`config.mk`:
```
export PLATFORM = sky130hd
export DESIGN_NAME = fetch_sequencer
export DESIGN_NICKNAME = d
export VERILOG_FILES = /design/src/rtl/fetch_sequencer.sv
export SDC_FILE = /design/constraint.sdc
export NUM_CORES = 1
export LEC_CHECK = 0
export BUFFER_PORTS_ARGS = -buffer_cell sky130_fd_sc_hd__buf_2
export CELL_PAD_IN_SITES_DETAIL_PLACEMENT = 0
export CELL_PAD_IN_SITES_GLOBAL_PLACEMENT = 2
export CORE_ASPECT_RATIO = 2
export CORE_MARGIN = 3
export CORE_UTILIZATION = 33
export DETAILED_ROUTE_END_ITERATION = 10
export PLACE_DENSITY_LB_ADDON = 0.1
export SLEW_MARGIN = 15
export SYNTH_ARGS = -nofsm -noshare
export SYNTH_HDL_FRONTEND = slang
export SYNTH_SLANG_ARGS = --single-unit
```
`constraint.sdc`:
```
create_clock -name clk -period 4.7 [get_ports clk]
set_input_delay 0.235 -clock clk [delete_from_list [all_inputs] [get_ports clk]]
set_output_delay 0.235 -clock clk [all_outputs]
set_load 0.01 [all_outputs]
```
`src/rtl/fetch_sequencer.sv`:
```
// fetch_sequencer: owns the PC, fetches from instruction memory over req/ack and
// presents each word to decode over valid/ready. Branch redirect when
// branch & ALU_zero in HOLD; traps to a sticky ERROR state on memory timeout.
// Optional: FETCH_ALIGN_CHECK_EN traps a misaligned computed fetch address.
module fetch_sequencer #(
    parameter int unsigned         PC_WIDTH       = 32,
    parameter logic [PC_WIDTH-1:0] RESET_PC       = '0,
    parameter int unsigned         TIMEOUT_CYCLES = 16
) (
    input  logic                clk,
    input  logic                rst,
    input  logic                branch,
    input  logic                ALU_zero,
    input  logic [63:0]         branch_offset,
    output logic                imem_req,
    output logic [PC_WIDTH-1:0] imem_addr,
    input  logic                imem_ack,
    input  logic [31:0]         imem_rdata,
    output logic                if_valid,
    input  logic                if_ready,
    output logic [PC_WIDTH-1:0] pc,
    output logic [31:0]         instruction,
    output logic                fetch_err
);

    localparam int unsigned   CW       = (TIMEOUT_CYCLES > 1) ? $clog2(TIMEOUT_CYCLES) : 1;
    localparam logic [CW-1:0] CNT_LAST = CW'(TIMEOUT_CYCLES - 1);

    typedef enum logic [1:0] {
        IDLE,
        FETCH,
        HOLD,
        ERROR
    } state_t;

    state_t              state, state_next;
    logic [PC_WIDTH-1:0] fetch_pc, fetch_pc_next;
    logic [PC_WIDTH-1:0] addr_next, pc_next, target;
    logic                req_next, valid_next, err_next;
    logic [31:0]         instr_next;
    logic [CW-1:0]       count, count_next;

    // Only the low PC_WIDTH bits of the offset take part in the sum.
    generate
        if (PC_WIDTH < 64) begin : g_unused
            logic unused_offset_bits;
            assign unused_offset_bits = ^branch_offset[63:PC_WIDTH];
        end
    endgenerate

    // State and all registered outputs.
    always_ff @(posedge clk or posedge rst) begin
        if (rst) begin
            state       <= IDLE;
            fetch_pc    <= RESET_PC;
            imem_addr   <= RESET_PC;
            imem_req    <= 1'b0;
            if_valid    <= 1'b0;
            pc          <= RESET_PC;
            instruction <= '0;
            fetch_err   <= 1'b0;
            count       <= '0;
        end else begin
            state       <= state_next;
            fetch_pc    <= fetch_pc_next;
            imem_addr   <= addr_next;
            imem_req    <= req_next;
            if_valid    <= valid_next;
            pc          <= pc_next;
            instruction <= instr_next;
            fetch_err   <= err_next;
            count       <= count_next;
        end
    end

    // Next-state and next-output logic.
    always_comb begin
        state_next    = state;
        fetch_pc_next = fetch_pc;
        addr_next     = imem_addr;
        req_next      = imem_req;
        valid_next    = if_valid;
        pc_next       = pc;
        instr_next    = instruction;
        err_next      = fetch_err;
        count_next    = count;
        target        = (branch & ALU_zero) ? pc + branch_offset[PC_WIDTH-1:0]
                                            : pc + PC_WIDTH'(4);
        case (state)
            IDLE: begin
                state_next = FETCH;
                req_next   = 1'b1;
                addr_next  = fetch_pc;
            end
            FETCH: begin
                if (imem_ack) begin
                    instr_next = imem_rdata;
                    pc_next    = fetch_pc;
                    valid_next = 1'b1;
                    req_next   = 1'b0;
                    count_next = '0;
                    state_next = HOLD;
                end else if (count == CNT_LAST) begin
                    req_next   = 1'b0;
                    err_next   = 1'b1;
                    state_next = ERROR;
                end else begin
                    count_next = count + 1'b1;
                end
            end
            HOLD: begin
                if (if_ready) begin
                    valid_next    = 1'b0;
                    fetch_pc_next = target;
`ifdef FETCH_ALIGN_CHECK_EN
                    if (target[1:0] != 2'b00) begin
                        err_next   = 1'b1;
                        state_next = ERROR;
                    end else begin
                        req_next   = 1'b1;
                        addr_next  = target;
                        state_next = FETCH;
                    end
`else
                    req_next   = 1'b1;
                    addr_next  = target;
                    state_next = FETCH;
`endif
                end
            end
            ERROR: begin
                req_next   = 1'b0;
                valid_next = 1'b0;
                err_next   = 1'b1;
            end
            default: state_next = IDLE;
        endcase
    end

endmodule

```
==> impl_results.html, run 1 <==
<table>
<tr><th>Metric</th><th>Value</th></tr>
<tr><th colspan="2">Worst setup path</th></tr>
<tr><td>Capturing element type of the critical path</td><td>flop</td></tr>
<tr><td>Sort of element at the start of the critical path</td><td>flop</td></tr>
<tr><td>Worst EP arrival</td><td>4.21 ns</td></tr>
<tr><td>Cell repeated most along the worst path</td><td>a211oi_2</td></tr>
<tr><td>Worst Setup SP</td><td>pc[0]</td></tr>
<tr><td>Critical Path Fanout Max</td><td>4</td></tr>
<tr><td>Critical Path Max Stage Delay</td><td>around 0.51 ns</td></tr>
<tr><td>Critical path start-end classification</td><td>reg -&gt; reg</td></tr>
<tr><td>R2R depth</td><td>11</td></tr>
<tr><td>Cells traversed along the worst timing path</td><td>ha_1, fa_1, a211oi_2, o31ai_2, a211oi_2, o311ai_2, a21boi_0, o21ai_0, xor2_1, a211oi_1, nor2_1</td></tr>
<tr><td>Critical Path RT</td><td>approximately 5 ns</td></tr>
<tr><td>Reg2reg start</td><td>pc[0]</td></tr>
<tr><td>FF-to-FF setup slack</td><td>a little under 0.8 ns</td></tr>
<tr><td>Highest-delay cell along the critical path</td><td>a21boi_0</td></tr>
<tr><td>Worst reg2reg endpoint</td><td>imem_addr[30]</td></tr>
<tr><th colspan="2">Detailed routing</th></tr>
<tr><td>Detail-routed net length per standard cell</td><td>20.66 microns</td></tr>
<tr><td>Detailed-route via count</td><td>~6,500</td></tr>
<tr><td>Wire length reported by the detailed router</td><td>approximately 25,000 microns</td></tr>
<tr><td>Post-route DRC</td><td>0</td></tr>
<tr><td>DRT met1 WL</td><td>around 8600 microns</td></tr>
<tr><td>First-pass detailed-route iteration total</td><td>4</td></tr>
<tr><td>Antenna-violating nets left</td><td>0</td></tr>
<tr><td>Routed met2 length</td><td>approximately 14,000 microns</td></tr>
<tr><td>Via count normalized by instance count</td><td>5.322</td></tr>
<tr><td>Met3 WL post-DR</td><td>slightly above 1000 microns</td></tr>
<tr><td>Iter 0 DRT Violations</td><td>between 200 and 300</td></tr>
<tr><td>Highest metal used</td><td>met4</td></tr>
<tr><th colspan="2">Pwr</th></tr>
<tr><td>Switching component of the power</td><td>approximately 2.3 mW</td></tr>
<tr><td>Register share of total power</td><td>0.348</td></tr>
<tr><td>Clock Power Share</td><td>0.251</td></tr>
<tr><td>Combinational group share of total power</td><td>0.401</td></tr>
<tr><td>LEAKAGE</td><td>about 4.6 nW</td></tr>
<tr><td>Internal power contribution</td><td>roughly 3.6 mW</td></tr>
<tr><td>Largest vdd supply drop</td><td>between 0.0003 and 0.0004 V</td></tr>
<tr><td>Pwr/cell area</td><td>623.5 mW/mm^2</td></tr>
<tr><td>Total Power</td><td>5.892 mW</td></tr>
<tr><td>Proportion of total power due to net switching</td><td>0.3835</td></tr>
<tr><th colspan="2">Yosys</th></tr>
<tr><td>Warning count from the yosys run</td><td>0</td></tr>
<tr><td>Synthesized cell area</td><td>0.007684 sq mm</td></tr>
<tr><td>Total of flip-flops plus latches after synthesis</td><td>around 140</td></tr>
<tr><td>Library cells used by synthesis</td><td>57</td></tr>
<tr><td>Number of flops mapped to enable cells by yosys</td><td>0</td></tr>
<tr><td>Portion of synthesized cell area occupied by the leading cell type</td><td>0.4462</td></tr>
<tr><td>Post-Syn Area per Cell</td><td>between 9 and 10 sq um</td></tr>
<tr><td>Synthesized instance count</td><td>between 700 and 800</td></tr>
<tr><td>Cell type with the largest total area after synthesis</td><td>dfrtp_1</td></tr>
<tr><td>Synthesized netlist net count</td><td>907</td></tr>
<tr><td>Cell types occupying the most area after synthesis</td><td>dfrtp_1, mux2_2, ha_1</td></tr>
<tr><td>Most common cell in the netlist</td><td>dfrtp_1</td></tr>
<tr><td>Async set-reset flop share out of synthesis</td><td>1.000</td></tr>
<tr><td>Most numerous cell types in the synthesized netlist</td><td>dfrtp_1, nand2_1, mux2_2, nor2_1, a21oi_1</td></tr>
<tr><td>Leading register cell type out of synthesis</td><td>dfrtp_1</td></tr>
<tr><td>Register area share after synthesis</td><td>0.4462</td></tr>
<tr><th colspan="2">STA</th></tr>
<tr><td>Clock tree skew after final layout</td><td>0.007002 ns</td></tr>
<tr><td>Setup Viol. Count Final</td><td>0</td></tr>
<tr><td>Aggregate negative setup slack</td><td>0 ns</td></tr>
<tr><td>Relative slew margins</td><td>0.3647</td></tr>
<tr><td>Maximum achievable frequency</td><td>between 200 and 300 MHz</td></tr>
<tr><td>Hold Fails Final Rpt</td><td>0</td></tr>
<tr><td>Slew @ Worst Pin</td><td>0.9530 ns</td></tr>
<tr><td>Post-route fraction of the period consumed by the critical path</td><td>0.8308</td></tr>
<tr><td>Final Worst Setup Slack</td><td>between 0.7 and 0.8 ns</td></tr>
<tr><td>RSZ-0062 raised after global routing</td><td>false</td></tr>
<tr><td>Number of slew-limit violations in the final report</td><td>0</td></tr>
<tr><td>Time the worst path needs with I/O delays and setup</td><td>a little under 4 ns</td></tr>
<tr><th colspan="2">Floorplan</th></tr>
<tr><td>Cell row count</td><td>between 70 and 80</td></tr>
<tr><td>Number of top-level design ports</td><td>201</td></tr>
<tr><td>Vertical extent of the die</td><td>221.8 microns</td></tr>
<tr><td>Die Area</td><td>roughly 0.025 sq mm</td></tr>
<tr><td>Effective utilization at floorplan</td><td>0.3365</td></tr>
<tr><td>Placeable core region</td><td>~0.023 sq mm</td></tr>
<tr><td>Horizontal die dimension</td><td>~110 microns</td></tr>
<tr><th colspan="2">Clocking</th></tr>
<tr><td>Cells resized by post-CTS repair</td><td>0</td></tr>
<tr><td>Number of sinks on the clock net</td><td>roughly 140</td></tr>
<tr><td>Clk pin slew, worst setup/hold paths</td><td>roughly 0.060 ns</td></tr>
<tr><td>Clock insertion delay at the later pin of the skew report</td><td>between 0.4 and 0.5 ns</td></tr>
<tr><td>Number of buffers on the longest clock path</td><td>2</td></tr>
<tr><td>Number of H-tree levels</td><td>4</td></tr>
<tr><td>Post-CTS Setup Inserts</td><td>0</td></tr>
<tr><td>Hold buffer count at CTS</td><td>0</td></tr>
<tr><td>TritonCTS clock tree</td><td>done</td></tr>
<tr><td>Buffer type at the clock tree root</td><td>clkbuf_16</td></tr>
<tr><td>Total CTS buffers</td><td>17</td></tr>
<tr><th colspan="2">Final layout</th></tr>
<tr><td>Post-synthesis to final-layout area growth</td><td>22.99%</td></tr>
<tr><td># diodes</td><td>0</td></tr>
<tr><td>Layout filler cell count</td><td>2,327</td></tr>
<tr><td>Fraction of layout instances using a drive strength above 1</td><td>0.3067</td></tr>
<tr><td>Final Instance Area</td><td>0.009450 sq mm</td></tr>
<tr><td>Nets</td><td>around 1,100</td></tr>
<tr><th colspan="2">Global route</th></tr>
<tr><td>Global-route wire length before repair</td><td>between 30,000 and 40,000 microns</td></tr>
<tr><td>Largest net degree at the start of global routing</td><td>101</td></tr>
<tr><td>Overall global routing resource usage</td><td>0.2052</td></tr>
<tr><td>Antenna violations before repair</td><td>0</td></tr>
<tr><td>Number of global-route vias before repair</td><td>roughly 6,900</td></tr>
<tr><td>Gr ovfl total</td><td>0</td></tr>
<tr><th colspan="2">Flow run</th></tr>
<tr><td>Number of max-capacitance violations reported</td><td>0</td></tr>
<tr><th colspan="2">Worst hold path</th></tr>
<tr><td>Hold Path Class</td><td>in -&gt; async</td></tr>
<tr><th colspan="2">Placed design</th></tr>
<tr><td>Buffers added on ports</td><td>168</td></tr>
<tr><td>Post-DP HPWL</td><td>18,500 microns</td></tr>
<tr><td>Final weighted congestion of routability-driven global placement</td><td>~0.84</td></tr>
<tr><td>Pre-CTS setup slack</td><td>approximately 0.85 ns</td></tr>
<tr><td>Placed Instance Area</td><td>approximately 0.009 sq mm</td></tr>
<tr><th colspan="2">Status</th></tr>
<tr><td>Status</td><td>finished, final reports clean</td></tr>
</table>
==> registers in the layout, summed over array words and instances (netlist names), 2 cells and up <==
register / flops
instruction: 32
fetch_pc: 32
state: 2
imem_addr: 32
pc: 32
count: 4
==> power groups by stage <==
| stage | sequential, mW | clock, mW | combinational [mW] |
|---|---|---|---|
| after floorplan | 2.13 | 0 | 1.38 |
| after CTS | 2.06 | 1.51 | 2.42 |
| after detailed placement | 2.07 | 0 | 2.41 |
| final | 2.05 | 1.48 | 2.36 |
| after global routing | 2.12 | 1.57 | 2.62 |
| after global placement | 2.05 | 0 | 2.37 |
==> logic make-up after synthesis <==
family / synth area share
XOR/XNOR: 0.06497
buffers and inverters: 0.02703
multiplexers: 0.09754
flip-flops: 0.4462
adder cells (fa/ha/maj): 0.05634
AO/OA/AOI/OAI: 0.1716
AND/OR/NAND/NOR: 0.1363
==> layer usage <==
| metal | up-vias | GRT usage |
|---|---|---|
| met5 | - | 0 |
| met4 | 0 | 0.1193 |
| met3 | 51 | 0.03851 |
| met2 | 175 | 0.3919 |
| met1 | 3167 | 0.1974 |
| li1 | 3094 | - |
==> metrics by stage <==
step	utilization	hold slack, ns	std cells
after floorplan	-	0.3856	771
after global placement	0.3855	0.4486	1188
after detailed placement	0.3855	0.4589	1188
after CTS	0.4138	0.004455	1219
after global routing	0.4138	0.01253	1219
final	0.4138	0.002061	1219
==> cell type report <==
| cell class | count | area (sq um) | share of cell area |
|---|---|---|---|
| multi-input cells | 583 | 4051 | 0.4287 |
| well taps | 280 | 350.3 | 0.03707 |
| flip-flops and latches | 137 | 3428 | 0.3628 |
| inverters | 9 | 38.79 | 0.004104 |
| clock buffers | 21 | 480.5 | 0.05084 |
| clock inverters | 10 | 165.2 | 0.01748 |
| repair buffers | 179 | 935.9 | 0.09903 |
==> worst max-delay path: cells and delay by family, from the launching register on <==
family | cells | cell delay, ns
AO/OA/AOI/OAI | 7 | 2.38
adder cells (fa/ha/maj) | 2 | 0.69
flip-flops | 1 | 0.41
XOR/XNOR | 1 | 0.19
AND/OR/NAND/NOR | 1 | 0.10
==> cell usage in the layout, fill, tap and decap left out, types with 3 or more instances in the layout <==
cell type and n:
buf_2 168, dfrtp_1 137, nand2_1 73, mux2_2 63, nor2_1 61, a21oi_1 59
o21ai_0 50, xor2_1 33, ha_1 33, a31oi_1 25, xnor2_1 24, clkbuf_16 17
nand4_1 15, nand3_1 15, nand2b_1 13, o22a_1 13, a21o_1 12, nor3b_1 11
buf_4 10, and3_1 8, inv_1 8, a211oi_1 7, o211ai_1 6, and2_1 5
and4_1 4, o31ai_1 4, a211o_1 4, mux2i_1 4, o32ai_1 4, clkbuf_8 4
bufinv_16 4, nor3_1 3, a211oi_2 3, clkinvlp_4 3
==> worst max path at each step <==
stage	to	slack, ns
after CTS	imem_addr[30]	0.82
after global routing	imem_addr[30]	0.67
after detailed placement	imem_addr[30]	0.85
final	imem_addr[30]	0.80
after global placement	imem_addr[30]	0.84
after floorplan	count[0]	0.80
Power figures use the tool's default switching activity.
==> run 2: changes to the inputs <==
--- a/config.mk
+++ b/config.mk
@@ -10,7 +10,7 @@
 export CELL_PAD_IN_SITES_GLOBAL_PLACEMENT = 2
 export CORE_ASPECT_RATIO = 2
 export CORE_MARGIN = 3
-export CORE_UTILIZATION = 33
+export CORE_UTILIZATION = 29
 export DETAILED_ROUTE_END_ITERATION = 10
 export PLACE_DENSITY_LB_ADDON = 0.1
 export SLEW_MARGIN = 15
==> constraint.sdc (replaced) <==
create_clock -name clk -period 3.3 [get_ports clk]
set_input_delay 0.165 -clock clk [delete_from_list [all_inputs] [get_ports clk]]
set_output_delay 0.165 -clock clk [all_outputs]
set_load 0.01 [all_outputs]
==> run 2 against run 1 <==
Sequential cell count stayed put. Clock-buffer cell count is 4 lower. Worst setup slack worse by 0.65 ns. Total power is 51% higher. Critical path depth is 3 higher. Largest cell class unchanged.
==> impl_results.html, run 2 (same netlist as run 1, synthesis figures left out) <==
<table>
<tr><th>Metric</th><th>Value</th></tr>
<tr><th colspan="2">Detailed routing</th></tr>
<tr><td>Antenna-violating nets left</td><td>0</td></tr>
<tr><td>Iter 0 DRT Violations</td><td>about 310</td></tr>
<tr><td>Detailed-route via count</td><td>just under 7,000</td></tr>
<tr><td>Wire length reported by the detailed router</td><td>approximately 28,000 microns</td></tr>
<tr><td>Post-route DRC</td><td>0</td></tr>
<tr><td>Via count normalized by instance count</td><td>roughly 5.0</td></tr>
<tr><td>Detail-routed net length per standard cell</td><td>about 20 microns</td></tr>
<tr><td>First-pass detailed-route iteration total</td><td>6</td></tr>
<tr><th colspan="2">Pwr</th></tr>
<tr><td>Pwr/cell area</td><td>approximately 860 mW/mm^2</td></tr>
<tr><td>LEAKAGE</td><td>slightly above 5 nW</td></tr>
<tr><td>Largest vdd supply drop</td><td>around 0.00050 V</td></tr>
<tr><th colspan="2">Worst setup path</th></tr>
<tr><td>Sort of element at the start of the critical path</td><td>flop</td></tr>
<tr><td>Count of cell instances traversed by the critical path</td><td>14</td></tr>
<tr><td>Cell repeated most along the worst path</td><td>buf_4</td></tr>
<tr><td>R2R depth</td><td>14</td></tr>
<tr><td>Reg2reg start</td><td>pc[0]</td></tr>
<tr><td>Worst Setup SP</td><td>pc[0]</td></tr>
<tr><td>Critical Path Sink</td><td>fetch_pc[30]</td></tr>
<tr><td>Critical Path Max Stage Delay</td><td>approximately 0.43 ns</td></tr>
<tr><td>Critical Path Fanout Max</td><td>3</td></tr>
<tr><td>Crit path max-delay family</td><td>compound AO/OA/AOI/OAI gates</td></tr>
<tr><td>Critical path start-end classification</td><td>reg -&gt; reg</td></tr>
<tr><td>Cells traversed along the worst timing path</td><td>ha_4, fa_2, a211oi_4, o31ai_4, a211oi_2, buf_4, o311ai_4, a21boi_2, buf_4, o21ai_0, xor2_1, a211oi_2, buf_4, a21oi_1</td></tr>
<tr><td>Highest-delay cell along the critical path</td><td>fa_2</td></tr>
<tr><td>FF-to-FF setup slack</td><td>0.15 ns</td></tr>
<tr><td>Worst EP arrival</td><td>about 3.5 ns</td></tr>
<tr><td>Capturing element type of the critical path</td><td>flop</td></tr>
<tr><td>Critical path buffers and inverters</td><td>3</td></tr>
<tr><td>Worst reg2reg endpoint</td><td>fetch_pc[30]</td></tr>
<tr><td>Critical Path RT</td><td>3.61 ns</td></tr>
<tr><th colspan="2">Clocking</th></tr>
<tr><td>Clk pin slew, worst setup/hold paths</td><td>0.06 ns</td></tr>
<tr><td>TritonCTS clock tree</td><td>done</td></tr>
<tr><td>Number of buffers on the longest clock path</td><td>2</td></tr>
<tr><td>Total CTS buffers</td><td>17</td></tr>
<tr><td>Clock insertion delay at the later pin of the skew report</td><td>roughly 0.44 ns</td></tr>
<tr><td>Number of H-tree levels</td><td>4</td></tr>
<tr><td>Number of sinks on the clock net</td><td>137</td></tr>
<tr><td>Buffer type at the clock tree root</td><td>clkbuf_16</td></tr>
<tr><th colspan="2">Flow run</th></tr>
<tr><td>Number of max-capacitance violations reported</td><td>0</td></tr>
<tr><th colspan="2">Floorplan</th></tr>
<tr><td>Effective utilization at floorplan</td><td>0.2971</td></tr>
<tr><td>Vertical extent of the die</td><td>approximately 240 microns</td></tr>
<tr><td>Die Area</td><td>~0.029 sq mm</td></tr>
<tr><td>Cell row count</td><td>83</td></tr>
<tr><td>Number of top-level design ports</td><td>about 200</td></tr>
<tr><td>Horizontal die dimension</td><td>between 100 and 150 microns</td></tr>
<tr><td>Placeable core region</td><td>~0.026 sq mm</td></tr>
<tr><th colspan="2">Final layout</th></tr>
<tr><td>Layout filler cell count</td><td>roughly 2,600</td></tr>
<tr><td>Most common cell after layout, fill and taps aside</td><td>buf_2</td></tr>
<tr><td>Sequential standard cell area</td><td>~0.0034 sq mm</td></tr>
<tr><td>Commonest cells after routing, fill and taps aside</td><td>buf_2, dfrtp_1, nand2_1, buf_4, mux2_2</td></tr>
<tr><td>Post-synthesis to final-layout area growth</td><td>34.72%</td></tr>
<tr><td># diodes</td><td>0</td></tr>
<tr><td>Combined area of the multi-input logic cells</td><td>between 0.004 and 0.005 sq mm</td></tr>
<tr><td>Core occupancy in the finished layout</td><td>0.4003</td></tr>
<tr><td>Fraction of layout instances using a drive strength above 1</td><td>0.3385</td></tr>
<tr><td>Nets</td><td>between 1,000 and 1,500</td></tr>
<tr><th colspan="2">STA</th></tr>
<tr><td>Post-route fraction of the period consumed by the critical path</td><td>0.9555</td></tr>
<tr><td>Number of slew-limit violations in the final report</td><td>0</td></tr>
<tr><td>Slew @ Worst Pin</td><td>about 1 ns</td></tr>
<tr><td>Hold Fails Final Rpt</td><td>0</td></tr>
<tr><td>Maximum achievable frequency</td><td>about 320 MHz</td></tr>
<tr><td>Clock tree skew after final layout</td><td>0.008753 ns</td></tr>
<tr><td>Time the worst path needs with I/O delays and setup</td><td>~3.2 ns</td></tr>
<tr><td>Hold WS</td><td>approximately 0.077 ns</td></tr>
<tr><td>Aggregate negative setup slack</td><td>0 ns</td></tr>
<tr><td>Relative slew margins</td><td>0.3365</td></tr>
<tr><td>Setup Viol. Count Final</td><td>0</td></tr>
<tr><th colspan="2">Worst hold path</th></tr>
<tr><td>Hold Path Class</td><td>in -&gt; reg</td></tr>
<tr><th colspan="2">Global route</th></tr>
<tr><td>Largest net degree at the start of global routing</td><td>approximately 120</td></tr>
<tr><td>Gr ovfl total</td><td>0</td></tr>
<tr><td>Overall global routing resource usage</td><td>0.1991</td></tr>
<tr><td>Number of global-route vias before repair</td><td>~7,300</td></tr>
<tr><td>Antenna violations before repair</td><td>0</td></tr>
<tr><td>Global-route wire length before repair</td><td>~43,000 microns</td></tr>
<tr><th colspan="2">Placed design</th></tr>
<tr><td>Buffers added on ports</td><td>around 170</td></tr>
<tr><td>Final weighted congestion of routability-driven global placement</td><td>0.8785</td></tr>
<tr><td>Post-DP HPWL</td><td>roughly 21,000 microns</td></tr>
<tr><th colspan="2">Status</th></tr>
<tr><td>Status</td><td>finished, final reports clean</td></tr>
</table>
-- run 2: cell count changes in the layout (fill, tap and decap cells not counted), sizes merged --
cell         change
buf             +56
inv              +1
dlygate4sd3     +33
clkinvlp         +1
bufinv           +2
clkbuf           -4
-- run 2: how the worst min path moves through the flow --
| stage | start | to | slack [ns] | cells after the start |
|---|---|---|---|---|
| 5_1_grt | imem_ack | if_valid | 0.08 | 3 |
| 4_1_cts | imem_ack | if_valid | 0.05 | 3 |
| 2_1_floorplan | imem_rdata[0] | instruction[0] | 0.32 | 1 |
| 3_3_place_gp | rst | pc[29] | 0.18 | 2 |
| 6_report | imem_ack | if_valid | 0.08 | 3 |
| 3_5_place_dp | rst | imem_addr[29] | 0.19 | 2 |
-- run 2: through the flow --
step           worst slack, ns  power, mW  instances  instance area, sq um
6_report                0.1469      8.903       1368                 10350
3_3_place_gp           -0.3769      6.642       1302                  9283
2_1_floorplan           0.3473      5.001        771                  7687
5_1_grt               -0.02438      9.515       1368                 10350
4_1_cts               0.007051      9.013       1366                 10290
3_5_place_dp           -0.3130      6.701       1302                  9283
-- run 2: layout make-up --
| cell class | count | share of cell area |
|---|---|---|
| Inverter | 9 | 0.003626 |
| Tap cell | 340 | 0.04110 |
| Clock inverter | 14 | 0.02345 |
| Multi-Input combinational cell | 583 | 0.3966 |
| Clock buffer | 17 | 0.04110 |
| Timing Repair Buffer | 268 | 0.1629 |
| Sequential cell | 137 | 0.3312 |
-- run 2: repair_timing --
action / 4_1_cts / 5_1_grt
pin swaps: 2 / 6
buffers inserted: 0 / 2
endpoints found under the hold margin: 48 / 0
gates resized for setup: 3 / 7
endpoints found under the setup margin: 3 / 8
hold buffers: 33 / 0
-- run 2: where the power goes --
part	switching [mW]	leakage, nW	internal (mW)
clock network	0.798	0.316	1.42
registers	0.510	1.73	2.35
logic	2.08	2.99	1.75
-- run 2: layer usage --
layer	share of wire	global-route usage	vias up
met4	0.037	0.08975	0
met2	0.59	0.3956	179
met1	0.34	0.1906	3329
li1	-	-	3275
met3	0.031	0.03647	40
met5	0	0	-
-- run 2: worst min-delay path, cell delays in order --
cell and delay (ns):
buf_2 0.12, a21oi_1 0.07, o21ai_0 0.13
